## config.mk

```make
export PLATFORM = sky130hd
export DESIGN_NAME = aibnd_txdrv_seq
export DESIGN_NICKNAME = d
export VERILOG_FILES = /design/src/rtl/aibnd_txdrv_seq.sv
export SDC_FILE = /design/constraint.sdc
export NUM_CORES = 1
export LEC_CHECK = 0
export ABC_AREA = 1
export ABC_CLOCK_PERIOD_IN_PS = 2000
export CORE_ASPECT_RATIO = 1.75
export CORE_MARGIN = 5
export CORE_UTILIZATION = 49
export DETAILED_ROUTE_END_ITERATION = 12
export PLACE_DENSITY = 0.76
export SYNTH_ARGS = -nofsm -noshare
export SYNTH_HDL_FRONTEND = slang
export SYNTH_SLANG_ARGS = --single-unit
```

## constraint.sdc

```tcl
create_clock -name clk -period 2 [get_ports clk]
set_input_delay 0.4 -clock clk [delete_from_list [all_inputs] [get_ports clk]]
set_output_delay 0.4 -clock clk [all_outputs]
set_load 0.02 [all_outputs]
```

## src/rtl/aibnd_txdrv_seq.sv

```systemverilog
// Transmit driver leg sequencer: accepts a mode/strength request, releases the
// weak pull, ramps P/N leg counts one step per RAMP_DIV cycles, then applies the pull.
module aibnd_txdrv_seq #(
  parameter  int NLEG     = 16,
  parameter  int RAMP_DIV = 4,
  localparam int CW       = $clog2(NLEG + 1)
) (
  input  logic            clk,
  input  logic            rst,
  input  logic            cfg_req,
  input  logic [1:0]      cfg_mode,
  input  logic [CW-1:0]   cfg_pstr,
  input  logic [CW-1:0]   cfg_nstr,
  output logic            cfg_ack,
  output logic            busy,
  output logic            sat,
  output logic [NLEG-1:0] pdrv_en,
  output logic [NLEG-1:0] ndrv_enb,
  output logic            weak_pulldownen,
  output logic            weak_pullupenb
);

  localparam int            DIV_W  = 8;
  localparam logic [CW-1:0] NLEG_C = CW'(NLEG);
  localparam logic [1:0]    MODE_PULLDOWN = 2'b01;
  localparam logic [1:0]    MODE_PULLUP   = 2'b10;
  localparam logic [1:0]    MODE_DRIVE    = 2'b11;

  typedef enum logic [2:0] {
    S_IDLE,
    S_RELEASE,
    S_RAMP,
    S_APPLY,
    S_ACK
  } state_t;

  state_t            r_state;
  logic [1:0]        r_mode;
  logic [CW-1:0]     r_ptgt;
  logic [CW-1:0]     r_ntgt;
  logic [CW-1:0]     r_pcnt;
  logic [CW-1:0]     r_ncnt;
  logic [DIV_W-1:0]  r_div;
  logic              r_cfg_ack;
  logic              r_busy;
  logic              r_sat;
  logic [NLEG-1:0]   r_pdrv_en;
  logic [NLEG-1:0]   r_ndrv_enb;
  logic              r_wpd;
  logic              r_wpub;

  logic [CW-1:0]     w_ptgt_req;
  logic [CW-1:0]     w_ntgt_req;
  logic              w_ovf_req;
  logic [CW-1:0]     w_pcnt_step;
  logic [CW-1:0]     w_ncnt_step;
  logic              w_step_done;
  logic              w_div_tc;

  // Thermometer code: leg i is on when i is below the count.
  function automatic logic [NLEG-1:0] f_therm(input logic [CW-1:0] cnt);
    logic [NLEG-1:0] v;
    for (int i = 0; i < NLEG; i++) v[i] = (i < int'(cnt));
    return v;
  endfunction

  // NOTE: every always_comb output gets a default first so no path can infer a latch.
  always_comb begin
    w_ovf_req  = 1'b0;
    w_ptgt_req = '0;
    w_ntgt_req = '0;
    if (cfg_mode == MODE_DRIVE) begin
      w_ovf_req  = (cfg_pstr > NLEG_C) || (cfg_nstr > NLEG_C);
      w_ptgt_req = (cfg_pstr > NLEG_C) ? NLEG_C : cfg_pstr;
      w_ntgt_req = (cfg_nstr > NLEG_C) ? NLEG_C : cfg_nstr;
    end

    w_pcnt_step = r_pcnt;
    if (r_pcnt < r_ptgt)      w_pcnt_step = r_pcnt + CW'(1);
    else if (r_pcnt > r_ptgt) w_pcnt_step = r_pcnt - CW'(1);

    w_ncnt_step = r_ncnt;
    if (r_ncnt < r_ntgt)      w_ncnt_step = r_ncnt + CW'(1);
    else if (r_ncnt > r_ntgt) w_ncnt_step = r_ncnt - CW'(1);

    w_step_done = (w_pcnt_step == r_ptgt) && (w_ncnt_step == r_ntgt);
    w_div_tc    = (r_div == DIV_W'(RAMP_DIV - 1));
  end

  // NOTE: reset is synchronous, so it lives inside the clocked branch; all state uses <=.
  always_ff @(posedge clk) begin
    if (rst) begin
      r_state    <= S_IDLE;
      r_mode     <= '0;
      r_ptgt     <= '0;
      r_ntgt     <= '0;
      r_pcnt     <= '0;
      r_ncnt     <= '0;
      r_div      <= '0;
      r_cfg_ack  <= 1'b0;
      r_busy     <= 1'b0;
      r_sat      <= 1'b0;
      r_pdrv_en  <= '0;
      r_ndrv_enb <= '1;
      r_wpd      <= 1'b0;
      r_wpub     <= 1'b1;
    end else begin
      r_cfg_ack <= 1'b0;
      case (r_state)
        S_IDLE: begin
          if (cfg_req) begin
            r_mode  <= cfg_mode;
            r_ptgt  <= w_ptgt_req;
            r_ntgt  <= w_ntgt_req;
            r_sat   <= w_ovf_req;
            r_busy  <= 1'b1;
            r_state <= S_RELEASE;
          end
        end
        S_RELEASE: begin
          r_wpd  <= 1'b0;
          r_wpub <= 1'b1;
          r_div  <= '0;
          if (r_pcnt == r_ptgt && r_ncnt == r_ntgt) r_state <= S_APPLY;
          else                                      r_state <= S_RAMP;
        end
        S_RAMP: begin
          if (w_div_tc) begin
            r_div      <= '0;
            r_pcnt     <= w_pcnt_step;
            r_ncnt     <= w_ncnt_step;
            r_pdrv_en  <= f_therm(w_pcnt_step);
            r_ndrv_enb <= ~f_therm(w_ncnt_step);
            if (w_step_done) r_state <= S_APPLY;
          end else begin
            r_div <= r_div + DIV_W'(1);
          end
        end
        S_APPLY: begin
          // Targets are zero for both pull modes, so the legs are already off here.
          case (r_mode)
            MODE_PULLDOWN: begin r_wpd <= 1'b1; r_wpub <= 1'b1; end
            MODE_PULLUP:   begin r_wpd <= 1'b0; r_wpub <= 1'b0; end
            default:       begin r_wpd <= 1'b0; r_wpub <= 1'b1; end
          endcase
          r_state <= S_ACK;
        end
        S_ACK: begin
          r_cfg_ack <= 1'b1;
          r_busy    <= 1'b0;
          r_state   <= S_IDLE;
        end
        default: r_state <= S_IDLE;
      endcase
    end
  end

  assign cfg_ack         = r_cfg_ack;
  assign busy            = r_busy;
  assign sat             = r_sat;
  assign pdrv_en         = r_pdrv_en;
  assign ndrv_enb        = r_ndrv_enb;
  assign weak_pulldownen = r_wpd;
  assign weak_pullupenb  = r_wpub;

endmodule

```

==> results.sh <==
export IMPL_status="finished, violations left"
export IMPL_violations="setup timing"
export IMPL_grt_pass1_wl_mm=18.0
export IMPL_n_antenna_cell=0
export IMPL_cpMaxStageDelayCell="dfxtp_2"
export IMPL_power_leakage_nw=2.32
export IMPL_clockBufferDepth=2
export IMPL_avgSynthCellArea_sq_um=6.78
export IMPL_avgViaCountPerCell=5.47
export IMPL_grt_usage=0.243
export IMPL_holdCritStartpoint="ndrv_enb[13]$_SDFFE_PP1P_"
export IMPL_synth_nets=570
export IMPL_fin_tns_setup_ps=-627
export IMPL_clkTransAtPathRegs_ps=60
export IMPL_place_ws_ps=-162
export IMPL_clock_latency_ps=330
export IMPL_post_dp_cell_area_sq_mm=0.00464
export IMPL_seq_area_frac_synth=0.378
export IMPL_reg2regPathDepth=15
export IMPL_p_per_area_mw_per_mm2=756
export IMPL_cts_sinks=69
export IMPL_synth_top_family_by_area="simple AND/OR/NAND/NOR gates"
export IMPL_syn_inst=540
export IMPL_vias=4053
export IMPL_drive_gt1_frac=0.281
export IMPL_maxCapViolations=0
export IMPL_final_nets=681
export IMPL_cts_buffers=9
export IMPL_cp_max_fo=8
export IMPL_firstDrtPassIters=5
export IMPL_cts_tree="yes"
export IMPL_cp_end_kind="flop"
export IMPL_cp_start_kind="flop"
export IMPL_drc_errors=0
export IMPL_wl_per_cell_um=15.1
export IMPL_rrSetupSlack_ps=-140
export IMPL_setup_viol=19
export IMPL_max_freq_mhz=468
export IMPL_overflow=0
export IMPL_synth_cell_types=37
export IMPL_yosys_warnings=0
export IMPL_ir_drop_uv=591
export IMPL_setup_slack_ps=-136
export IMPL_ant_nets=0
export IMPL_r2r_end="pdrv_en[12]$_SDFFE_PP0P_"
export IMPL_fp_dieW_um=75.3
export IMPL_critical_path_class="flop to flop"
export IMPL_fin_skew_ps=6.11
export IMPL_min_path_cells=2
export IMPL_slew_headroom=0.651
export IMPL_cts_root_buf="clkbuf_16"
export IMPL_final_min_clock_period_ps=2140
export IMPL_numPortBuffers=51
export IMPL_cpPeakStageDelay_ps=340
export IMPL_crit_required_ps=2270
export IMPL_synthXorXnorAreaFrac=0
export IMPL_min_to="ndrv_enb[13]$_SDFFE_PP1P_"
export IMPL_worstHoldPathType="flop to flop"
export IMPL_syn_to_final_growth_pct=46.2
export IMPL_hold_buffers=0
export IMPL_finalHoldViolCount=0
export IMPL_fin_area_sq_mm=0.00535
export IMPL_final_cells=741
export IMPL_worst_pin_slew_ps=523
export IMPL_arrival_ps=2400
export IMPL_critical_path_cell_chain="inv_2 -> ha_4 -> nand2_1 -> nand2_1 -> nand2_2 -> nand3_4 -> nand2_4 -> nand2_2 -> nand2_2 -> nand2_4 -> buf_4 -> buf_4 -> a31oi_1 -> nand2_1 -> a21oi_2"
export IMPL_power_w=0.00404
export IMPL_die_h_um=124
export IMPL_syn_cell_area_sq_mm=0.00366
export IMPL_core_area_sq_mm=0.00723
export IMPL_synth_area_mux_share=0
export IMPL_maxSlewViolCount=0
export IMPL_grt_max_degree=33
export IMPL_dp_hpwl_mm=7.81
export IMPL_boundaryPins=52
export IMPL_grt_setup_unrepaired="yes"
export IMPL_r2r_start="r_ptgt[2]$_SDFFE_PP0P_"
export IMPL_final_period_utilization=1.07
export IMPL_die_area_sq_mm=0.00936
export IMPL_fp_row_count=41
export IMPL_htreeDepth=3
export IMPL_gp_congestion=0.932
export IMPL_dp_cells=718
export IMPL_synth_compound_area_frac=0.133
export IMPL_drt_iter0_drc=314
export IMPL_antenna_found_initial=0
export IMPL_wirelength_mm=11.2
export IMPL_start_util=0.506
export IMPL_synth_seq_cells=69
export IMPL_grt_pass1_vias=3965
export IMPL_synthAdderAreaFrac=0.0513
export IMPL_synthSimpleGateAreaFrac=0.351
## sequential cells by signal, indices dropped and copies added, names as in the netlist
register         cells
busy                 1
cfg_ack              1
ndrv_enb            16
r_ptgt               5
weak_pulldownen      1
r_ntgt               5
weak_pullupenb       1
sat                  1
r_mode               2
r_state              3
r_ncnt               5
pdrv_en             15
r_div                8
r_pcnt               5
## how the worst max path moves through the flow
stage	start	to	slack, ps	depth (start not counted)
global placement	r_ntgt[4]$_SDFFE_PP0P_	r_state[0]$_SDFFE_PP0P_	-100	16
global route	r_ptgt[4]$_SDFFE_PP0P_	r_state[0]$_SDFFE_PP0P_	-280	18
detailed placement	r_ntgt[4]$_SDFFE_PP0P_	ndrv_enb[14]$_SDFFE_PP1P_	-160	14
finish	r_ptgt[2]$_SDFFE_PP0P_	pdrv_en[12]$_SDFFE_PP0P_	-140	15
floorplan	r_ptgt[4]$_SDFFE_PP0P_	pdrv_en[8]$_SDFFE_PP0P_	60	17
CTS	r_ptgt[2]$_SDFFE_PP0P_	pdrv_en[8]$_SDFFE_PP0P_	-50	17
## timing repair
| action | 4_1_cts | 5_1_grt |
|---|---|---|
| setup endpoints to repair | 34 | 39 |
| buffers inserted | 6 | 3 |
| pin swaps | 33 | 21 |
| resized for setup | 57 | 52 |
## metrics by stage
step / hold WS [ps] / utilization
after floorplan: 452 / -
after global placement: 440 / 0.642
after detailed placement: 447 / 0.642
after CTS: 455 / 0.715
after global routing: 475 / 0.739
final: 451 / 0.739
## kinds of logic after synthesis
| kind of cell | after synthesis |
|---|---|
| adder cells (fa/ha/maj) | 15 |
| AO/OA/AOI/OAI | 86 |
| flip-flops | 69 |
| buffers and inverters | 83 |
| AND/OR/NAND/NOR | 287 |
## cell usage in the layout, fill, tap and decap left out, types with 8 or more instances in the layout
master,count
nor2_1,29
nand3_1,41
o21ai_0,13
clkdlybuf4s50_1,51
inv_2,13
inv_1,53
dfxtp_1,57
ha_1,8
nand3_2,11
dfxtp_2,12
clkbuf_16,9
nand2_1,134
buf_4,62
nand2_4,13
a21oi_1,38
nand2_2,26
nand4_1,10
## metal layers
| layer | wire length (um) | global-route usage | vias up |
|---|---|---|---|
| met2 | 5840 | 0.390 | 128 |
| met3 | 623 | 0.0468 | 36 |
| met5 | 0 | 0 | - |
| met1 | 4310 | 0.296 | 1894 |
| li1 | - | - | 1995 |
| met4 | 390 | 0.130 | 0 |
## layout make-up
| type | count | area (sq um) |
|---|---|---|
| multi-input cells | 388 | 2320 |
| fillers | 567 | 1890 |
| flip-flops and latches | 69 | 1400 |
| repair buffers | 114 | 996 |
| inverters | 69 | 267 |
| clock buffers | 13 | 250 |
| well taps | 86 | 108 |
| clock inverters | 2 | 10.0 |
## cells in the mapped netlist
cell,number,area share
nand2_1,162,0.17
dfxtp_1,69,0.38
inv_1,63,0.065
nand3_1,50,0.068
a21oi_1,45,0.062
nor2_1,32,0.033
o21ai_0,19,0.026
ha_1,15,0.051
clkbuf_1,12,0.012
nand4_1,10,0.017
nand2_2,9,0.015
a31oi_1,6,0.010
nor3_1,5,0.0068
a211oi_1,4,0.0082
inv_2,4,0.0041
nand3_2,4,0.011
nor2_2,4,0.0068
nor4_1,3,0.0051
a21oi_2,2,0.0048
a221oi_1,2,0.0048
nand2_4,2,0.0062
nand3b_1,2,0.0041
o21a_1,2,0.0041
a21boi_0,1,0.0021
and3_1,1,0.0017
buf_2,1,0.0014
buf_4,1,0.0021
clkinv_1,1,0.0010
inv_4,1,0.0017
nand3_4,1,0.0048
nor2_4,1,0.0031
o211ai_2,1,0.0034
o21ai_1,1,0.0014
o22ai_1,1,0.0017
o311ai_1,1,0.0024
o31ai_1,1,0.0021
or2_2,1,0.0017
## power breakdown
group	internal (W)	total, W	switching (W)	leakage, nW
clock network	0.000862	0.00142	0.000562	0.129
registers	0.00143	0.00148	0.0000458	0.564
logic	0.000427	0.00114	0.000712	1.62
## critical path, delay by kind of cell (launching register included)
kind / cells / cell delay [ps]
AOI/OAI and AO/OA: 2 / 300
and+or+nand+nor: 9 / 890
adders and majority gates: 1 / 220
DFF: 1 / 340
buffers and inverters: 3 / 320
(Power assumes the default switching activity.)
